### config.mk
export PLATFORM = sky130hd
export DESIGN_NAME = mdu_iter
export DESIGN_NICKNAME = d
export VERILOG_FILES = /design/src/rtl/mdu_pkg.sv /design/src/rtl/mdu_div_step.sv /design/src/rtl/mdu_iter.sv
export SDC_FILE = /design/constraint.sdc
export NUM_CORES = 1
export LEC_CHECK = 0
export CORE_MARGIN = 4
export CORE_UTILIZATION = 53
export DETAILED_ROUTE_END_ITERATION = 16
export PLACE_DENSITY = 0.72
export SLEW_MARGIN = 5
export SYNTH_ARGS = -nofsm -noshare
export SYNTH_HDL_FRONTEND = slang
export SYNTH_SLANG_ARGS = --single-unit
export TNS_END_PERCENT = 100
### constraint.sdc
create_clock -name clk_i -period 6.3 [get_ports clk_i]
set_input_delay 0.63 -clock clk_i [delete_from_list [all_inputs] [get_ports clk_i]]
set_output_delay 0.63 -clock clk_i [all_outputs]
set_load 0.02 [all_outputs]
### src/rtl/mdu_pkg.sv
// Shared definitions for the iterative RV32M multiply/divide unit: funct3 op codes,
// FSM state encoding and op-decode helpers.
package mdu_pkg;

    localparam logic [2:0] MDU_MUL    = 3'b000;
    localparam logic [2:0] MDU_MULH   = 3'b001;
    localparam logic [2:0] MDU_MULHSU = 3'b010;
    localparam logic [2:0] MDU_MULHU  = 3'b011;
    localparam logic [2:0] MDU_DIV    = 3'b100;
    localparam logic [2:0] MDU_DIVU   = 3'b101;
    localparam logic [2:0] MDU_REM    = 3'b110;
    localparam logic [2:0] MDU_REMU   = 3'b111;

    typedef enum logic [1:0] {
        ST_IDLE = 2'd0,
        ST_BUSY = 2'd1,
        ST_DONE = 2'd2
    } mdu_state_e;

    function automatic logic is_mul(input logic [2:0] op);
        return (op == MDU_MUL) || (op == MDU_MULH) || (op == MDU_MULHSU) || (op == MDU_MULHU);
    endfunction

    function automatic logic is_div(input logic [2:0] op);
        return (op == MDU_DIV) || (op == MDU_DIVU) || (op == MDU_REM) || (op == MDU_REMU);
    endfunction

    function automatic logic is_rem(input logic [2:0] op);
        return (op == MDU_REM) || (op == MDU_REMU);
    endfunction

    function automatic logic is_signed_a(input logic [2:0] op);
        return (op == MDU_MULH) || (op == MDU_MULHSU) || (op == MDU_DIV) || (op == MDU_REM);
    endfunction

    function automatic logic is_signed_b(input logic [2:0] op);
        return (op == MDU_MULH) || (op == MDU_DIV) || (op == MDU_REM);
    endfunction

    function automatic logic is_high(input logic [2:0] op);
        return (op == MDU_MULH) || (op == MDU_MULHSU) || (op == MDU_MULHU);
    endfunction

endpackage

### src/rtl/mdu_div_step.sv
// One restoring-division step: shift the next dividend bit into the partial remainder,
// subtract the divisor when it fits and record the quotient bit.
module mdu_div_step
    import mdu_pkg::*;
#(
    parameter int unsigned XLEN = 32
) (
    input  logic [XLEN-1:0] rem_i,
    input  logic [XLEN-1:0] quo_i,
    input  logic [XLEN-1:0] div_i,
    output logic [XLEN-1:0] rem_o,
    output logic [XLEN-1:0] quo_o
);

    logic [XLEN:0] shifted;
    logic [XLEN:0] diff;

    // diff[XLEN] is the borrow: set when the divisor does not fit
    always_comb begin
        shifted = {rem_i, quo_i[XLEN-1]};
        diff    = shifted - {1'b0, div_i};
        quo_o   = {quo_i[XLEN-2:0], ~diff[XLEN]};
        rem_o   = diff[XLEN] ? shifted[XLEN-1:0] : diff[XLEN-1:0];
    end

endmodule

### src/rtl/mdu_iter.sv
// Iterative RV32M multiply/divide unit: one bit per cycle (shift-add multiply, restoring divide).
// Optional single-cycle multiply when MDU_FAST_MUL_EN is defined.
module mdu_iter
    import mdu_pkg::*;
#(
    parameter int unsigned XLEN = 32
) (
    input  logic            clk_i,
    input  logic            rst_n_i,
    input  logic            flush_i,
    input  logic            in_valid_i,
    output logic            in_ready_o,
    input  logic [2:0]      mdu_op_i,
    input  logic [XLEN-1:0] mdu_a_i,
    input  logic [XLEN-1:0] mdu_b_i,
    output logic            out_valid_o,
    input  logic            out_ready_i,
    output logic [XLEN-1:0] mdu_result_o
);

    localparam int unsigned DW = 2 * XLEN;
    localparam int unsigned CW = $clog2(XLEN);
    localparam logic [XLEN-1:0] MIN_INT = {1'b1, {(XLEN-1){1'b0}}};

    mdu_state_e      state_q;
    logic [2:0]      op_q;
    logic            neg_q;
    logic [XLEN-1:0] opnd_q;
    logic [DW-1:0]   acc_q;
    logic [CW-1:0]   cnt_q;

    logic            a_neg;
    logic            b_neg;
    logic [XLEN-1:0] abs_a;
    logic [XLEN-1:0] abs_b;
    logic            in_neg;
    logic            div_zero;
    logic            div_ovf;
    logic [XLEN-1:0] special_res;

    logic [XLEN:0]   mul_sum;
    logic [DW-1:0]   mul_next;
    logic [XLEN-1:0] div_rem;
    logic [XLEN-1:0] div_quo;
    logic [DW-1:0]   step_next;
    logic [DW-1:0]   prod_fix;
    logic [XLEN-1:0] div_word;
    logic [XLEN-1:0] fix_res;

    assign in_ready_o = (state_q == ST_IDLE) && !flush_i;

    // Operand magnitudes, result sign and the divide corner cases resolved at accept
    always_comb begin
        a_neg    = is_signed_a(mdu_op_i) & mdu_a_i[XLEN-1];
        b_neg    = is_signed_b(mdu_op_i) & mdu_b_i[XLEN-1];
        abs_a    = a_neg ? -mdu_a_i : mdu_a_i;
        abs_b    = b_neg ? -mdu_b_i : mdu_b_i;
        in_neg   = is_rem(mdu_op_i) ? a_neg : (a_neg ^ b_neg);
        div_zero = is_div(mdu_op_i) && (mdu_b_i == '0);
        div_ovf  = is_signed_b(mdu_op_i) && is_div(mdu_op_i)
                   && (mdu_a_i == MIN_INT) && (mdu_b_i == '1);
        if (div_zero) begin
            special_res = is_rem(mdu_op_i) ? mdu_a_i : '1;
        end else begin
            special_res = is_rem(mdu_op_i) ? '0 : MIN_INT;
        end
    end

    mdu_div_step #(
        .XLEN (XLEN)
    ) u_div_step (
        .rem_i (acc_q[DW-1:XLEN]),
        .quo_i (acc_q[XLEN-1:0]),
        .div_i (opnd_q),
        .rem_o (div_rem),
        .quo_o (div_quo)
    );

    // Multiply keeps the multiplier in the low half and shifts the product in from the top
    always_comb begin
        mul_sum   = {1'b0, acc_q[DW-1:XLEN]} + {1'b0, (acc_q[0] ? opnd_q : '0)};
        mul_next  = {mul_sum, acc_q[XLEN-1:1]};
        step_next = is_div(op_q) ? {div_rem, div_quo} : mul_next;
        prod_fix  = neg_q ? -step_next : step_next;
        div_word  = is_rem(op_q) ? step_next[DW-1:XLEN] : step_next[XLEN-1:0];
        if (is_div(op_q)) begin
            fix_res = neg_q ? -div_word : div_word;
        end else begin
            fix_res = is_high(op_q) ? prod_fix[DW-1:XLEN] : prod_fix[XLEN-1:0];
        end
    end

`ifdef MDU_FAST_MUL_EN
    logic [DW-1:0]   fast_a;
    logic [DW-1:0]   fast_b;
    logic [DW-1:0]   fast_prod;
    logic [XLEN-1:0] fast_res;

    // Sign/zero-extended operands so the low DW bits of the product are exact
    always_comb begin
        fast_a    = {{XLEN{is_signed_a(mdu_op_i) & mdu_a_i[XLEN-1]}}, mdu_a_i};
        fast_b    = {{XLEN{is_signed_b(mdu_op_i) & mdu_b_i[XLEN-1]}}, mdu_b_i};
        fast_prod = fast_a * fast_b;
        fast_res  = is_high(mdu_op_i) ? fast_prod[DW-1:XLEN] : fast_prod[XLEN-1:0];
    end
`endif

    always_ff @(posedge clk_i or negedge rst_n_i) begin
        if (!rst_n_i) begin
            state_q      <= ST_IDLE;
            out_valid_o  <= 1'b0;
            mdu_result_o <= '0;
            cnt_q        <= '0;
            op_q         <= '0;
            neg_q        <= 1'b0;
            opnd_q       <= '0;
            acc_q        <= '0;
        end else if (flush_i) begin
            state_q     <= ST_IDLE;
            out_valid_o <= 1'b0;
        end else begin
            case (state_q)
                ST_IDLE: begin
                    if (in_valid_i) begin
                        op_q   <= mdu_op_i;
                        neg_q  <= in_neg;
                        cnt_q  <= CW'(XLEN - 1);
                        opnd_q <= is_div(mdu_op_i) ? abs_b : abs_a;
                        acc_q  <= {{XLEN{1'b0}}, (is_div(mdu_op_i) ? abs_a : abs_b)};
                        if (div_zero || div_ovf) begin
                            mdu_result_o <= special_res;
                            out_valid_o  <= 1'b1;
                            state_q      <= ST_DONE;
`ifdef MDU_FAST_MUL_EN
                        end else if (is_mul(mdu_op_i)) begin
                            mdu_result_o <= fast_res;
                            out_valid_o  <= 1'b1;
                            state_q      <= ST_DONE;
`endif
                        end else begin
                            state_q <= ST_BUSY;
                        end
                    end
                end
                ST_BUSY: begin
                    acc_q <= step_next;
                    if (cnt_q == '0) begin
                        mdu_result_o <= fix_res;
                        out_valid_o  <= 1'b1;
                        state_q      <= ST_DONE;
                    end else begin
                        cnt_q <= cnt_q - CW'(1);
                    end
                end
                ST_DONE: begin
                    if (out_ready_i) begin
                        out_valid_o <= 1'b0;
                        state_q     <= ST_IDLE;
                    end
                end
                default: begin
                    out_valid_o <= 1'b0;
                    state_q     <= ST_IDLE;
                end
            endcase
        end
    end

endmodule

# Word level (Yosys, flattened, before mapping)
# Index checks and enable logic that the tools add are counted.
op_classes:
  reduce_logical: 32
  n_mux: 37
  n_addsub: 7
  bitwise_logic: 5
  n_eq_ne: 25
ops:
  columns: ["cell", "count"]
  rows:
  - ["two-way mux 32 bit", 16]
  - ["two-way mux 64 bit", 3]
  - ["case mux 64 bit (2 select lines)", 1]
  - ["negation 32 bit", 3]
  - ["== test 32 bit (second input constant)", 2]
  - ["negation 64 bit", 1]
  - ["case mux 32 bit (2 select lines)", 1]
  - ["adder 32 x 32 -> 33 bit", 1]
  - ["subtractor 33 x 32 -> 33 bit", 1]
  - ["zero test 32 bit", 1]
  - ["== test 3 bit (second input constant)", 8]
  - ["logical OR 1 bit", 16]
  - ["two-way mux 2 bit", 5]
  - ["two-way mux 5 bit", 2]
  - ["case mux 5 bit (2 select lines)", 1]
  - ["== test 3 x 2 -> 1 bit (second input constant)", 3]
  - ["!= test 3 bit (second input constant)", 3]
  - ["AND reduction 3 bit", 3]
  - ["AND reduction 4 bit", 2]
  - ["== test 3 x 1 -> 1 bit (second input constant)", 2]
  - ["two-way mux 1 bit", 6]
  - ["!= test 2 bit (second input constant)", 3]
  - ["case mux 2 bit (3 select lines)", 1]
  - ["logical AND 1 bit", 5]
  - ["14 further kinds", 16]
word_totals:
  inputBits: 72
  out_inout_bits: 34
  register_bits: 140
  elab_cells: 114

# Longest topological paths before layout
# Gate-level depths: netlist of run 1.
depth:
  ltp_word: 12
  depth_mapped: 26
  mapped_depth_nobuf: 24

# Hierarchy
# From an unflattened synthesis of run 1, not the netlist that was laid out.
unflattened:
  cells_unflattened: 2330
  area_unflattened_um2: 17192.7
by_module_without_submodules:
  columns: ["module", "area_per_inst_um2", "cells_per_inst", "seq_area_each_um2", "instances"]
  rows:
  - ["mdu_iter", 14601.5, 1994, 3503.4, 1]
  - ["mdu_div_step", 2591.2, 336, 0.0, 1]

# Least setup slack after synthesis of run 1
# No wires, ideal clock.
synth_path:
  path_kind: "register to register"
  from: "register acc_q[31]"
  to: "register mdu_result_o[28]"
  n_path_buf: 2
  path_stages_with_launch: 22
  setup_time_ps: 126
  t_arrival_ps: 4970
  slack_ps: 1205
  required_ps: 6174
  cell_sequence: "dfrtp_1 -> inv_1 -> ha_1 -> fa_1 -> and2b_1 -> o211ai_4 -> a211o_1 -> a21o_1 -> nand3_1 -> buf_2 -> clkbuf_1 -> nand4_1 -> a31oi_1 -> ha_1 -> o311ai_0 -> a2111o_1 -> a22oi_1 -> nand4_1 -> o41ai_1 -> xor2_1 -> a221oi_1 -> o21ai_1"
synth_via:
  elab_chain_cells: 9
synth_rtl:
  columns: ["element", "line_no", "rtl"]
  rows:
  - ["from (decl)", "mdu_iter.sv:29", "logic [DW-1:0] acc_q;"]
  - ["from (signal assigned)", "mdu_iter.sv:129", "acc_q <= {{XLEN{1'b0}}, (is_div(mdu_op_i) ? abs_a : abs_b)};"]
  - ["from (signal assigned)", "mdu_iter.sv:146", "acc_q <= step_next;"]
  - ["subtractor 33 x 32 -> 33 bit", "mdu_div_step.sv:21", "diff = shifted - {1'b0, div_i};"]
  - ["two-way mux 32 bit or NOT 1 bit (tied branches)", "mdu_div_step.sv:23, mdu_div_step.sv:22", null]
  - ["two-way mux 64 bit *", "mdu_iter.sv:83", "step_next = is_div(op_q) ? {div_rem, div_quo} : mul_next;"]
  - ["negation 64 bit or two-way mux 32 bit (tied branches)", "mdu_iter.sv:84, mdu_iter.sv:85", null]
  - ["two-way mux 64 bit or negation 32 bit (tied branches)", "mdu_iter.sv:84, mdu_iter.sv:87", null]
  - ["two-way mux 32 bit, on equally long branches", "mdu_iter.sv:89, mdu_iter.sv:87", null]
  - ["two-way mux 32 bit *", "mdu_iter.sv:86", "if (is_div(op_q)) begin"]
  - ["two-way mux 32 bit *", "mdu_iter.sv:147", "if (cnt_q == '0) begin"]
  - ["case mux 32 bit (2 select lines) *", "mdu_iter.sv:122", "case (state_q)"]
  - ["to (signal assigned)", "mdu_iter.sv:131", "mdu_result_o <= special_res;"]
  - ["to (signal assigned)", "mdu_iter.sv:148", "mdu_result_o <= fix_res;"]
  - ["to (decl)", "mdu_iter.sv:18", "output logic [XLEN-1:0] mdu_result_o"]
# Every way passes the cells marked *; elsewhere a longest branch is shown, timed or not. The select of a mux whose other input is x is not followed.
# A chain may end at the register's enable or synchronous reset.

# Worst setup path after layout of run 1
layout_path:
  from: "register opnd_q[0]"
  to: "register mdu_result_o[18]"
layout_via:
  elab_chain_cells: 9
layout_rtl:
  columns: ["element", "line_no", "rtl"]
  rows:
  - ["from (decl)", "mdu_iter.sv:28", "logic [XLEN-1:0] opnd_q;"]
  - ["from (signal assigned)", "mdu_iter.sv:128", "opnd_q <= is_div(mdu_op_i) ? abs_b : abs_a;"]
  - ["subtractor 33 x 32 -> 33 bit or two-way mux 32 bit (tied branches)", "mdu_div_step.sv:21, mdu_iter.sv:81", null]
  - ["two-way mux 32 bit (tied with other cells)", "mdu_div_step.sv:23", "rem_o = diff[XLEN] ? shifted[XLEN-1:0] : diff[XLEN-1:0];"]
  - ["two-way mux 64 bit *", "mdu_iter.sv:83", null]
  - ["negation 64 bit or two-way mux 32 bit (tied branches)", "mdu_iter.sv:84, mdu_iter.sv:85", null]
  - ["two-way mux 64 bit or negation 32 bit (tied branches)", "mdu_iter.sv:84, mdu_iter.sv:87", null]
  - ["two-way mux 32 bit, on equally long branches", "mdu_iter.sv:89, mdu_iter.sv:87", null]
  - ["two-way mux 32 bit *", "mdu_iter.sv:86", null]
  - ["two-way mux 32 bit *", "mdu_iter.sv:147", null]
  - ["case mux 32 bit (2 select lines) *", "mdu_iter.sv:122", null]
# Marks and branches as above.

==> impl_metrics.tcl, run 1 <==
set metrics [dict create \
    pin_count 106 \
    final.fill_count 3070 \
    clock_sinks 140 \
    hold_viol 0 \
    slew_viol_final 0 \
    rr_endpoint "mdu_result_o[18]" \
    required_ps 6600 \
    fin_area_um2 19500 \
    wl_per_cell_um 24.2 \
    syn_to_final_growth_pct 11.4 \
    drt_pass1_iterations 7 \
    ff2ff_path_depth 21 \
    worst_pin_slew_ps 981 \
    slowest_delay_ps 580 \
    grt_pass1_wl_um 109000 \
    initial_core_util_pct 53.8 \
    p_int_mw 5.09 \
    synthesis.nets 2619 \
    synth-main-ff-cell "dfrtp_1" \
    dpl-instance-area_um2 18900 \
    viasPerCell 6.70 \
    syn-mean-instance-area_um2 7.08 \
    p_comb_share_pct 76.6 \
    instances_no_fill 2943 \
    dr.first_iter.drc_count 2921 \
    fmax_mhz 164 \
    syn_area_um2 17500 \
    place_inst 2911 \
    setup_tns_ps 0 \
    cap_violations 0 \
    synth_edf_count 0 \
    grt_usage_pct 38.6 \
    synth-seq-area-share_pct 20.0 \
    final_cell_mix "308 x nand2_1, 277 x o21ai_0, 217 x nor2_1" \
    core_area_um2 32500 \
    rows 66 \
    synth_cells 2474 \
    grt_overflow 0 \
    crit_path_max_fanout 12 \
    fin_crit_sh_pct 96.8 \
    layout-drive-gt1-share_pct 6.52 \
    cts-buffers-inserted 17 \
    multiInputGateArea_um2 13100 \
    cts_hold_buf 0 \
    die_w_um 190 \
    ctsRootBufferMaster "clkbuf_16" \
    slew_headroom_pct 33.8 \
    clk_latency_ps 460 \
    die-area_um2 36000 \
    ys_seq_elements 140 \
    drt_wl_total_um 71300 \
    status "finished clean" \
    drcViolationCount 0 \
    cts_setup_buffers 0 \
    ys_warn_count 0 \
    yosysUniqueCellTypes 94 \
    grt_pass1_vias 18200 \
    place.port_buffers 105 \
    hold_path.class "in -> async" \
    crit_chain "ha_1, fa_1, and2b_1, o211ai_4, a211o_1, a21oi_2, o21ai_1, a31o_2, inv_1, ha_1, nor3b_1, o221ai_1, nand4b_1, nor2_1, nand2_1, nor4_2, buf_4, a21oi_1, xor2_1, a221oi_1, o21ai_0" \
    grt_max_degree 77 \
    rsz0062_at_grt "no" \
    arrival_ps 6390 \
    path_buf_inv 2 \
    place_congestion 1.00 \
    preCtsSetupSlack_ps 521 \
    cp-end-kind "register" \
    reg2reg_slack_ps 200 \
    seqPwrFrac_pct 14.5 \
    antenna_left 0 \
    swShare_pct 58.3 \
    antenna_found_initial 2 \
    final_core_util_pct 60.0 \
    setup_slack_ps 203 \
    htreeDepth 4 \
    final_nets 2633 \
    clockBufferDepth 2 \
    p_sw_mw 7.12 \
    slowest_stage "a21oi_2" \
    min_period_ps 6100 \
    start_kind "register" \
    vias 19700 \
    holdWs_ps 122 \
    vdd.ir_drop.worst_v 0.000290 \
    cts_tree "built" \
    post_cts_resized 0 \
    worstReg2RegStart "opnd_q[0]" \
    hpwl_um 55300 \
    clk_pin_slew_ps 70 \
    final_common_cell "nand2_1" \
    cp_common_cell "ha_1" \
    finalPower_mw 12.2 \
    synthArstFlopShare_pct 100 \
    p_leak_nw 8.10 \
    critPathTopFamily "compound AO/OA/AOI/OAI gates" \
    p_clk_share_pct 9.0 \
    skew_ps 13.9 \
    seqCellArea_um2 3510 \
    setup_violations 0 \
    power_density_nw_per_um2 626 \
    die_height_um 190 \
    path_class "reg -> reg" \
]
[kinds of logic (layout without fill, tap and decap cells)]
logic type / count (synthesis) / in the layout / share of synthesized area, %
muxes: 73 / 73 / 4.31
and+or+nand+nor: 899 / 899 / 24.6
DFF: 140 / 140 / 20.0
other: 0 / 1 / 0
adders and majority gates: 73 / 73 / 5.30
xor gates and xnor gates: 172 / 172 / 8.60
buffers and inverters: 236 / 262 / 5.25
AOI/OAI and AO/OA: 881 / 881 / 31.9
[Yosys cell counts, drive strengths merged (8+ instances only)]
cell / number / area share [%]
a211o: 9 / 0.45
a211oi: 31 / 1.4
a21boi: 11 / 0.47
a21o: 39 / 1.7
a21oi: 216 / 6.2
a221oi: 18 / 0.94
a22o: 20 / 1.0
a22oi: 8 / 0.34
a311oi: 9 / 0.45
a31o: 9 / 0.45
a31oi: 39 / 1.4
and2: 57 / 2.0
and3: 21 / 0.78
buf: 46 / 1.2
clkbuf: 120 / 2.6
dfrtp: 140 / 20
ha: 71 / 5.1
inv: 70 / 1.5
mux2: 19 / 1.2
mux2i: 54 / 3.1
nand2: 309 / 6.6
nand2b: 19 / 0.68
nand3: 40 / 1.1
nand4: 32 / 1.1
nor2: 221 / 4.8
nor2b: 12 / 0.43
nor3: 70 / 2.1
nor3b: 8 / 0.34
nor4: 21 / 0.79
o211ai: 26 / 1.2
o21a: 16 / 0.69
o21ai: 288 / 8.3
o21bai: 10 / 0.43
o221ai: 14 / 0.70
o31ai: 38 / 1.7
o41ai: 10 / 0.50
or2: 19 / 0.68
or3: 25 / 0.89
or4: 11 / 0.49
xnor2: 96 / 4.8
xor2: 76 / 3.8
[area by class of cell]
class                      count  area share (%)
multi-input combinational   2098            67.2
sequential                   140            18.0
timing repair buffer         161            7.53
tap                          442            2.83
clock buffer                  22            2.43
inverter                      70            1.35
clock inverter                 9           0.699
antenna                        1          0.0128
[state kept, by name (all words and copies together) (netlist names)]
register	cells
acc_q	64
mdu_result_o	32
opnd_q	32
cnt_q	5
op_q	3
state_q	2
neg_q	1
out_valid_o	1
[routing by layer]
metal | part of all wire, % | up-vias | GRT usage, %
li1 | - | 9114 | -
met1 | 43 | 9241 | 56.4
met2 | 42 | 1250 | 57.9
met3 | 12 | 123 | 8.06
met4 | 3.0 | 2 | 11.0
met5 | 0.018 | - | 0
[worst max-delay path by stage]
stage                    from               end  slack [ps]  depth (start not counted)
finish              opnd_q[0]  mdu_result_o[18]         200                         21
global route        opnd_q[0]  mdu_result_o[18]           6                         21
CTS                 opnd_q[0]  mdu_result_o[18]         470                         21
detailed placement  opnd_q[0]  mdu_result_o[20]         520                         20
global placement     acc_q[0]  mdu_result_o[25]         630                         16
floorplan           acc_q[31]  mdu_result_o[28]        1200                         21
[worst register-to-register path, cell delays in order, from the launching register on]
cell      delay [ps]
dfrtp_1          390
ha_1             220
fa_1             420
and2b_1          330
o211ai_4         150
a211o_1          340
a21oi_2          590
o21ai_1          240
a31o_2           350
inv_1             80
ha_1             170
nor3b_1          260
o221ai_1         350
nand4b_1         330
nor2_1           190
nand2_1          120
nor4_2           160
buf_4            210
a21oi_1           90
xor2_1           180
a221oi_1         560
o21ai_0          220
[power groups by stage]
stage	Clock (mW)	Sequential, mW	Combinational (mW)
floorplan	0	1.54	6.36
global placement	0	1.73	8.86
detailed placement	0	1.75	8.91
CTS	1.09	1.74	8.99
global route	1.14	1.81	10.0
finish	1.09	1.77	9.35
No activity file was read; power rests on OpenSTA's default activity.
==> run 2: changes to the inputs <==
--- a/config.mk
+++ b/config.mk
@@ -5,6 +5,7 @@
 export SDC_FILE = /design/constraint.sdc
 export NUM_CORES = 1
 export LEC_CHECK = 0
+export CORE_ASPECT_RATIO = 2
 export CORE_MARGIN = 4
 export CORE_UTILIZATION = 53
 export DETAILED_ROUTE_END_ITERATION = 16
==> run 2 against run 1 <==
Highest routed layer unchanged. Largest cell class unchanged. First-iteration DRC count is 25% lower. Fmax is 0.87% lower. Register-to-register slack worse by 50 ps. Cell area is 0.17% higher. Largest power group unchanged. Flip-flop and latch count stayed put. Critical endpoint is now mdu_result_o[29].
==> impl_metrics.tcl, run 2 (synthesized netlist as in run 1, its figures left out) <==
set metrics [dict create \
    status "finished clean" \
    worst_pin_slew_ps 1270 \
    clock_sinks 140 \
    antenna_left 0 \
    finalPower_mw 12.2 \
    hpwl_um 57600 \
    grt_max_degree 82 \
    crit_start "acc_q[0]" \
    slew_viol_final 0 \
    final_core_util_pct 60.2 \
    htreeDepth 4 \
    clk_pin_slew_ps 70 \
    min_period_ps 6150 \
    cts-buffers-inserted 17 \
    rows 93 \
    layout-drive-gt1-share_pct 6.86 \
    vdd.ir_drop.worst_v 0.000402 \
    top_register "acc_q" \
    wl_per_cell_um 25.1 \
    ff2ff_path_depth 16 \
    core_area_um2 32500 \
    drt_wl_total_um 73700 \
    place.port_buffers 105 \
    drcViolationCount 0 \
    rsz0062_at_grt "no" \
    grt_overflow 0 \
    instances_no_fill 2938 \
    syn_to_final_growth_pct 11.6 \
    worstReg2RegStart "acc_q[0]" \
    hold_viol 0 \
    path_class "reg -> reg" \
    drt_pass1_iterations 6 \
    largest_register_ffs 64 \
    grt_pass1_vias 19400 \
    final_nets 2641 \
    crit_chain "buf_4, and2_1, ha_1, a21oi_1, o221ai_1, a221oi_1, nand3_1, a31oi_1, mux2i_1, nand3_1, a2111oi_1, and2_1, a31oi_1, xor2_1, o221ai_1, a221o_1" \
    reg_top3 "acc_q: 64 flops, mdu_result_o: 32 flops, opnd_q: 32 flops" \
    arrival_ps 6490 \
    final_cell_mix "308 x nand2_1, 277 x o21ai_0, 217 x nor2_1" \
    initial_core_util_pct 53.9 \
    fmax_mhz 163 \
    crit_path_max_fanout 23 \
    pin_count 106 \
    antenna_found_initial 5 \
    die_w_um 137 \
    fin_crit_sh_pct 97.6 \
    vias 20000 \
    clockBufferDepth 2 \
    required_ps 6640 \
    cap_violations 0 \
    skew_ps 11.5 \
    power_density_nw_per_um2 626 \
    setup_violations 0 \
    final.fill_count 3072 \
    cts_hold_buf 0 \
    grt_usage_pct 40.0 \
    slew_headroom_pct 14.6 \
    place_inst 2903 \
    cp-end-kind "register" \
    p_leak_nw 8.13 \
    clk_latency_ps 460 \
    die_height_um 265 \
    grt_pass1_wl_um 111000 \
    viasPerCell 6.80 \
    slowest_stage "a2111oi_1" \
    slowest_delay_ps 770 \
    start_kind "register" \
    place_congestion 1.03 \
    final_common_cell "nand2_1" \
    dr.first_iter.drc_count 2190 \
    cts_tree "built" \
    ctsRootBufferMaster "clkbuf_16" \
    setup_tns_ps 0 \
    hold_path.class "in -> async" \
    die-area_um2 36200 \
]
==> run 2: what timing repair did <==
item / in CTS / in global routing
gates resized for setup: 0 / 1
setup endpoints to repair: 0 / 3
buffers inserted: 0 / 1
==> run 2: layout make-up <==
type                            instances  area [µm²]  area share [%]
Antenna cell                            2        5.00          0.0256
Clock buffer                           19         433            2.21
Clock inverter                         13         165           0.845
Inverter                               70         263            1.34
Multi-Input combinational cell       2098       13100            67.1
Sequential cell                       140        3510            18.0
Tap cell                              427         534            2.73
Timing Repair Buffer                  169        1530            7.83
==> run 2: per-stage QoR <==
step,area [µm²],hold WS [ps],setup slack (ps)
after CTS,19500,273,228
after detailed placement,18900,457,250
after floorplan,17500,334,1200
after global routing,19500,283,36.8
after global placement,18900,454,455
final,19500,214,149
==> run 2: path summary, 6_finish.rpt <==
kind | endpoint | slack (ps)
max | mdu_result_o[29] | 150
min | mdu_result_o[3] | 210
max reg2reg | mdu_result_o[29] | 150
min reg2reg | mdu_result_o[3] | 470
max in group asynchronous | op_q[2] | 4580
min in group clk_i | mdu_result_o[3] | 470
==> run 2: report_power, final <==
part           total [mW]  switching, mW  internal, mW  leakage (nW)
logic                9.42           6.19          3.24          6.04
registers            1.73          0.497          1.23          1.80
clock network        1.08          0.456         0.625         0.292
==> run 2: per-layer routing <==
| metal | GRT usage (%) | routed length [µm] | vias up |
|---|---|---|---|
| met2 | 65.6 | 34500 | 1125 |
| met1 | 45.5 | 26800 | 9343 |
| li1 | - | - | 9142 |
| met3 | 6.83 | 5450 | 358 |
| met4 | 30.7 | 6890 | 6 |
| met5 | 0 | 53 | - |
==> run 2: worst max-delay path, delay by kind of cell, from the launching register on <==
family	cells	cell delay (ps)
buffers and inverters	1	350
xor gates and xnor gates	1	250
DFF	1	640
and+or+nand+nor	4	1300
muxes	1	460
AOI/OAI and AO/OA	8	2700
adders and majority gates	1	310
==> patch 1, RTL diff (settings of run 2) <==
`XLEN` is set to 32 in 2 places; all go to 16.
--- a/src/rtl/mdu_div_step.sv
+++ b/src/rtl/mdu_div_step.sv
@@ -3,7 +3,7 @@
 module mdu_div_step
     import mdu_pkg::*;
 #(
-    parameter int unsigned XLEN = 32
+    parameter int unsigned XLEN = 16
 ) (
     input  logic [XLEN-1:0] rem_i,
     input  logic [XLEN-1:0] quo_i,
--- a/src/rtl/mdu_iter.sv
+++ b/src/rtl/mdu_iter.sv
@@ -3,7 +3,7 @@
 module mdu_iter
     import mdu_pkg::*;
 #(
-    parameter int unsigned XLEN = 32
+    parameter int unsigned XLEN = 16
 ) (
     input  logic            clk_i,
     input  logic            rst_n_i,
Ports: changed (resized mdu_a_i, mdu_b_i and mdu_result_o); port bits go from 106 to 58. The function was not compared with the original's and may differ.
==> patch 1 against run 2 <==
- core utilization down 0.42 points
- sequential power is 56% lower
- sequential cell count down 65
- final area down 50%
- sequential share of layout area increased by 1.4 points
- worst setup slack better by 440 ps
- hold slack improved by 21 ps
- cell count down 52%
- fmax increased by 7.7%
- wire length down 51%
- total power down 67%
- clock power down 45%
- synthesized area shrank 50%
==> patch 1: results (changes against run 2) <==
Peak supply drop: 0.152 mV (was 0.402 mV)
PortBufs: 57 (was 105)
DR vias/cell: 6.73 (was 6.80)
Leakage Power: 4.03 nW (was 8.13 nW)
Hpwl dp: 28600 um (was 57600 um)
Skew final: 7.74 ps (was 11.5 ps)
Mapped Nets: 1261 (was 2619)
Register area share after synthesis: 0.215 (was 0.200)
Worst-margin pin slew: 1020 ps (was 1270 ps)
Vias in the first global route: 9449 (was 19400)
Worst r2r src: acc_q[15]$_DFFE_PN0P_ (was acc_q[0]$_DFFE_PN0P_)
Syn Inst Count: 1181 (was 2474)
# diodes: 0 (was 2)
Placed Instance Area: 9400 um^2 (was 18900 um^2)
Top flop regs: acc_q (32), mdu_result_o (16), opnd_q (16) (was acc_q (64), mdu_result_o (32), opnd_q (32))
GPL Wtd Cong: 1.15 (was 1.03)
First-pass GRT wire length: 54900 um (was 111000 um)
Share of layout cells above drive strength 1: 0.0833 (was 0.0686)
Root buf cell: clkbuf_16 (unchanged)
Total CTS buffers: 9 (was 17)
Data arrival time of the critical path: 5980 ps (was 6490 ps)
Largest net degree at the start of global routing: 55 (was 82)
Most frequent cells after synthesis: nand2_1, nor2_1, o21ai_0 (was nand2_1, o21ai_0, nor2_1)
Layout net count: 1276 (was 2641)
Fillers: 1589 (was 3072)
Reg2reg setup slack: 590 ps (was 150 ps)
Antenna violations before repair: 0 (was 5)
Min-Delay Path Class: in2async (unchanged)
Status: finished clean (unchanged)
Yosys cell types: 96 (was 94)
CP max FO: 20 (was 23)
Reg2Reg Depth: 21 (was 16)
DR iter-0 viols: 763 (was 2190)
Inst Count DP: 1389 (was 2903)
Total global-route track usage: 0.389 (was 0.400)
Synth top area cells: dfrtp_1, o21ai_0, nand2_1 (unchanged)
DR WL/cell: 25.9 um (was 25.1 um)
RR Endpoint: mdu_result_o[14]$_DFFE_PN0P_ (was mdu_result_o[29]$_DFFE_PN0P_)
[patch 1: kinds of logic after synthesis]
logic type | count (synthesis) | synth area share
AO/OA/AOI/OAI | 401 | 0.303
AND/OR/NAND/NOR | 430 | 0.238
adder cells (fa/ha/maj) | 40 | 0.0589
buffers and inverters | 115 | 0.0565
XOR/XNOR | 76 | 0.0761
multiplexers | 44 | 0.0522
flip-flops | 75 | 0.215
[patch 1: worst max-delay path by stage]
| stage | startpoint | to | slack (ps) | cells after the start |
|---|---|---|---|---|
| 6_report | acc_q[15]$_DFFE_PN0P_ | mdu_result_o[14]$_DFFE_PN0P_ | 590 | 21 |
| 5_1_grt | acc_q[15]$_DFFE_PN0P_ | mdu_result_o[14]$_DFFE_PN0P_ | 350 | 21 |
| 4_1_cts | acc_q[15]$_DFFE_PN0P_ | mdu_result_o[14]$_DFFE_PN0P_ | 750 | 21 |
| 3_5_place_dp | acc_q[15]$_DFFE_PN0P_ | mdu_result_o[14]$_DFFE_PN0P_ | 780 | 21 |
| 3_3_place_gp | acc_q[15]$_DFFE_PN0P_ | mdu_result_o[14]$_DFFE_PN0P_ | 980 | 21 |
| 2_1_floorplan | acc_q[15]$_DFFE_PN0P_ | mdu_result_o[14]$_DFFE_PN0P_ | 1840 | 22 |
[patch 1: routing by layer]
layer	vias up	routed length [um]	track usage
met5	-	0	0
met4	0	3540	0.328
met3	157	2350	0.0481
met2	498	18500	0.684
met1	4456	12000	0.401
li1	4347	-	-
[patch 1: layout make-up]
type | count | area, um^2 | share of cell area
flip-flops and latches | 75 | 1880 | 0.193
well taps | 204 | 255 | 0.0262
inverters | 42 | 158 | 0.0162
repair buffers | 77 | 718 | 0.0738
clock inverters | 5 | 85.1 | 0.00875
clock buffers | 11 | 243 | 0.0250
multi-input cells | 991 | 6390 | 0.657
[patch 1: power by group]
part	leakage, nW	switching [mW]	internal (mW)
logic	2.93	1.76	0.937
clock network	0.156	0.233	0.360
registers	0.952	0.185	0.585
total	4.03	2.18	1.88
[patch 1: per-stage QoR]
stage | power [mW] | hold slack, ps | setup WS [ps]
after floorplan | 2.58 | 334 | 1840
after global placement | 3.36 | 482 | 978
after detailed placement | 3.36 | 494 | 777
after CTS | 3.97 | 249 | 749
after global routing | 4.29 | 268 | 354
final | 4.06 | 235 | 588
[patch 1: worst max-delay path, cell delays in order (launching register included)]
cell	delay (ps)
dfrtp_1	500
inv_1	100
ha_1	220
fa_1	410
nand2b_1	200
a211oi_2	410
o21a_2	310
o21a_2	450
nor2_2	200
a21o_1	250
inv_1	60
ha_1	170
o211ai_1	140
or4_1	550
nor2_1	170
and3_1	240
o31ai_2	140
a21oi_1	290
nand4_1	170
and3_1	210
o211a_1	220
o221ai_1	190
==> patch 2, RTL diff (flow settings as in run 2) <==
Without the edit above. The 3 states of `mdu_state_e` get a one-hot encoding in 3 bits.
--- a/src/rtl/mdu_pkg.sv
+++ b/src/rtl/mdu_pkg.sv
@@ -11,10 +11,10 @@
     localparam logic [2:0] MDU_REM    = 3'b110;
     localparam logic [2:0] MDU_REMU   = 3'b111;
 
-    typedef enum logic [1:0] {
-        ST_IDLE = 2'd0,
-        ST_BUSY = 2'd1,
-        ST_DONE = 2'd2
+    typedef enum logic [2:0] {
+        ST_IDLE = 3'b001,
+        ST_BUSY = 3'b010,
+        ST_DONE = 3'b100
     } mdu_state_e;
 
     function automatic logic is_mul(input logic [2:0] op);
Behaviour: no difference found for any inputs over 4 cycles, from zero or initial values and one cycle with rst_n_i low; so few cycles prove little.
==> patch 2 against run 2 <==
- final area decreased by 0.14%
- critical path depth increased by 6
- synthesized area decreased by 0.77%
- sequential power decreased by 8%
- clock skew increased by 2.7 ps
- worst setup slack improved by 180 ps
- first-iteration DRC count decreased by 0.82%
- wire length increased by 5.6%
- count of clock-buffer cells in the layout unchanged
- total power decreased by 27%
- sequential cell count increased by 1
- critical endpoint is now mdu_result_o[6]$_DFFE_PN0P_
- largest cell class unchanged
- largest power group unchanged
- highest routed layer unchanged
==> patch 2: results (changes against run 2) <==
Status: finished clean (unchanged)
Post-synthesis area per instance: 7.03 um^2 (was 7.08 um^2)
Final wirelength: 77800 um (was 73700 um)
Antenna violations before repair: 3 (was 5)
Most frequent cells after synthesis: nand2_1, o21ai_0, a21oi_1 (was nand2_1, o21ai_0, nor2_1)
Skew final: 14.2 ps (was 11.5 ps)
# diodes: 0 (was 2)
Post-route insts no fill: 2963 (was 2938)
Register area share after synthesis: 0.203 (was 0.200)
Hpwl dp: 60500 um (was 57600 um)
Peak supply drop: 0.198 mV (was 0.402 mV)
Share of layout cells above drive strength 1: 0.0678 (was 0.0686)
Mapped Nets: 2618 (was 2619)
First-pass DRT Iterations: 9 (was 6)
Setup crit start: acc_q[31]$_DFFE_PN0P_ (was acc_q[0]$_DFFE_PN0P_)
First-pass GRT wire length: 116000 um (was 111000 um)
Worst path slowest cell: or3b_2 (was a2111oi_1)
Leakage Power: 7.97 nW (was 8.13 nW)
Data arrival time of the critical path: 6340 ps (was 6490 ps)
Synth top area cells: dfrtp_1, o21ai_0, a21oi_1 (was dfrtp_1, o21ai_0, nand2_1)
Inst Count DP: 2931 (was 2903)
Reg2reg setup slack: 330 ps (was 150 ps)
Vias in the first global route: 19600 (was 19400)
GPL Wtd Cong: 1.08 (was 1.03)
Worst slack, placed: 467 ps (was 250 ps)
Worst Setup EP: mdu_result_o[6]$_DFFE_PN0P_ (was mdu_result_o[29]$_DFFE_PN0P_)
CP max FO: 6 (was 23)
Total global-route track usage: 0.426 (was 0.400)
Reg2Reg Depth: 22 (was 16)
DR vias/cell: 6.91 (was 6.80)
Yosys cell types: 91 (was 94)
Largest net degree at the start of global routing: 97 (was 82)
Placed Instance Area: 19000 um^2 (was 18900 um^2)
Min-Delay Path Class: in2async (unchanged)
Max incr delay on CP: 470 ps (was 770 ps)
DR iter-0 viols: 2172 (was 2190)
Worst-margin pin slew: 1150 ps (was 1270 ps)
Layout net count: 2668 (was 2641)
patch 2: cell types whose count changed in the layout (fill, tap and decap cells not counted), sizes merged, moves of 6 or more:
cell	delta
and3	-9
buf	+10
nand3	+14
mux2i	-6
nand4	+12
nor3	+17
a21o	-13
a21oi	+27
nor2	+13
nand2	-21
inv	+11
a211oi	+12
patch 2: layer usage:
metal / wire, um / global-route usage
met5: 13 / 0
met3: 6060 / 0.0812
met2: 35900 / 0.680
met4: 8420 / 0.367
met1: 27400 / 0.477
patch 2: cells by family (layout without fill, tap and decap cells):
logic type / Yosys count / count (layout) / share of synthesized area
fa+ha+maj: 73 / 73 / 0.0534
buf+inv: 228 / 291 / 0.0508
simple gates: 920 / 920 / 0.253
xor+xnor: 163 / 163 / 0.0822
mux: 63 / 63 / 0.0374
flops: 141 / 141 / 0.203
compound gates: 885 / 885 / 0.320
patch 2: layout make-up:
type | count | area (um^2)
clock inverters | 13 | 114
repair buffers | 179 | 1600
well taps | 427 | 534
multi-input cells | 2104 | 13000
flip-flops and latches | 141 | 3530
fillers | 3159 | 12800
inverters | 80 | 300
clock buffers | 19 | 433
patch 2: worst min-delay path by stage:
stage                                     start                          end  slack, ps  cells past startpoint
global route                            rst_n_i  mdu_result_o[4]$_DFFE_PN0P_        360                      1
finish                                  rst_n_i  mdu_result_o[2]$_DFFE_PN0P_        300                      1
floorplan                               rst_n_i         acc_q[0]$_DFFE_PN0P_        330                      0
global placement    mdu_result_o[0]$_DFFE_PN0P_  mdu_result_o[0]$_DFFE_PN0P_        470                      1
detailed placement  mdu_result_o[5]$_DFFE_PN0P_  mdu_result_o[5]$_DFFE_PN0P_        480                      1
CTS                                     rst_n_i  mdu_result_o[4]$_DFFE_PN0P_        340                      1
patch 2: metrics by stage:
stage,total power [mW],util
finish,8.96,0.603
floorplan,5.57,-
global placement,7.61,0.586
global route,9.45,0.603
detailed placement,7.65,0.586
CTS,8.69,0.603
patch 2: where the power goes:
group	switching (mW)	internal, mW	total, mW
clock	0.467	0.544	1.01
sequential	0.409	1.19	1.59
combinational	4.19	2.17	6.36
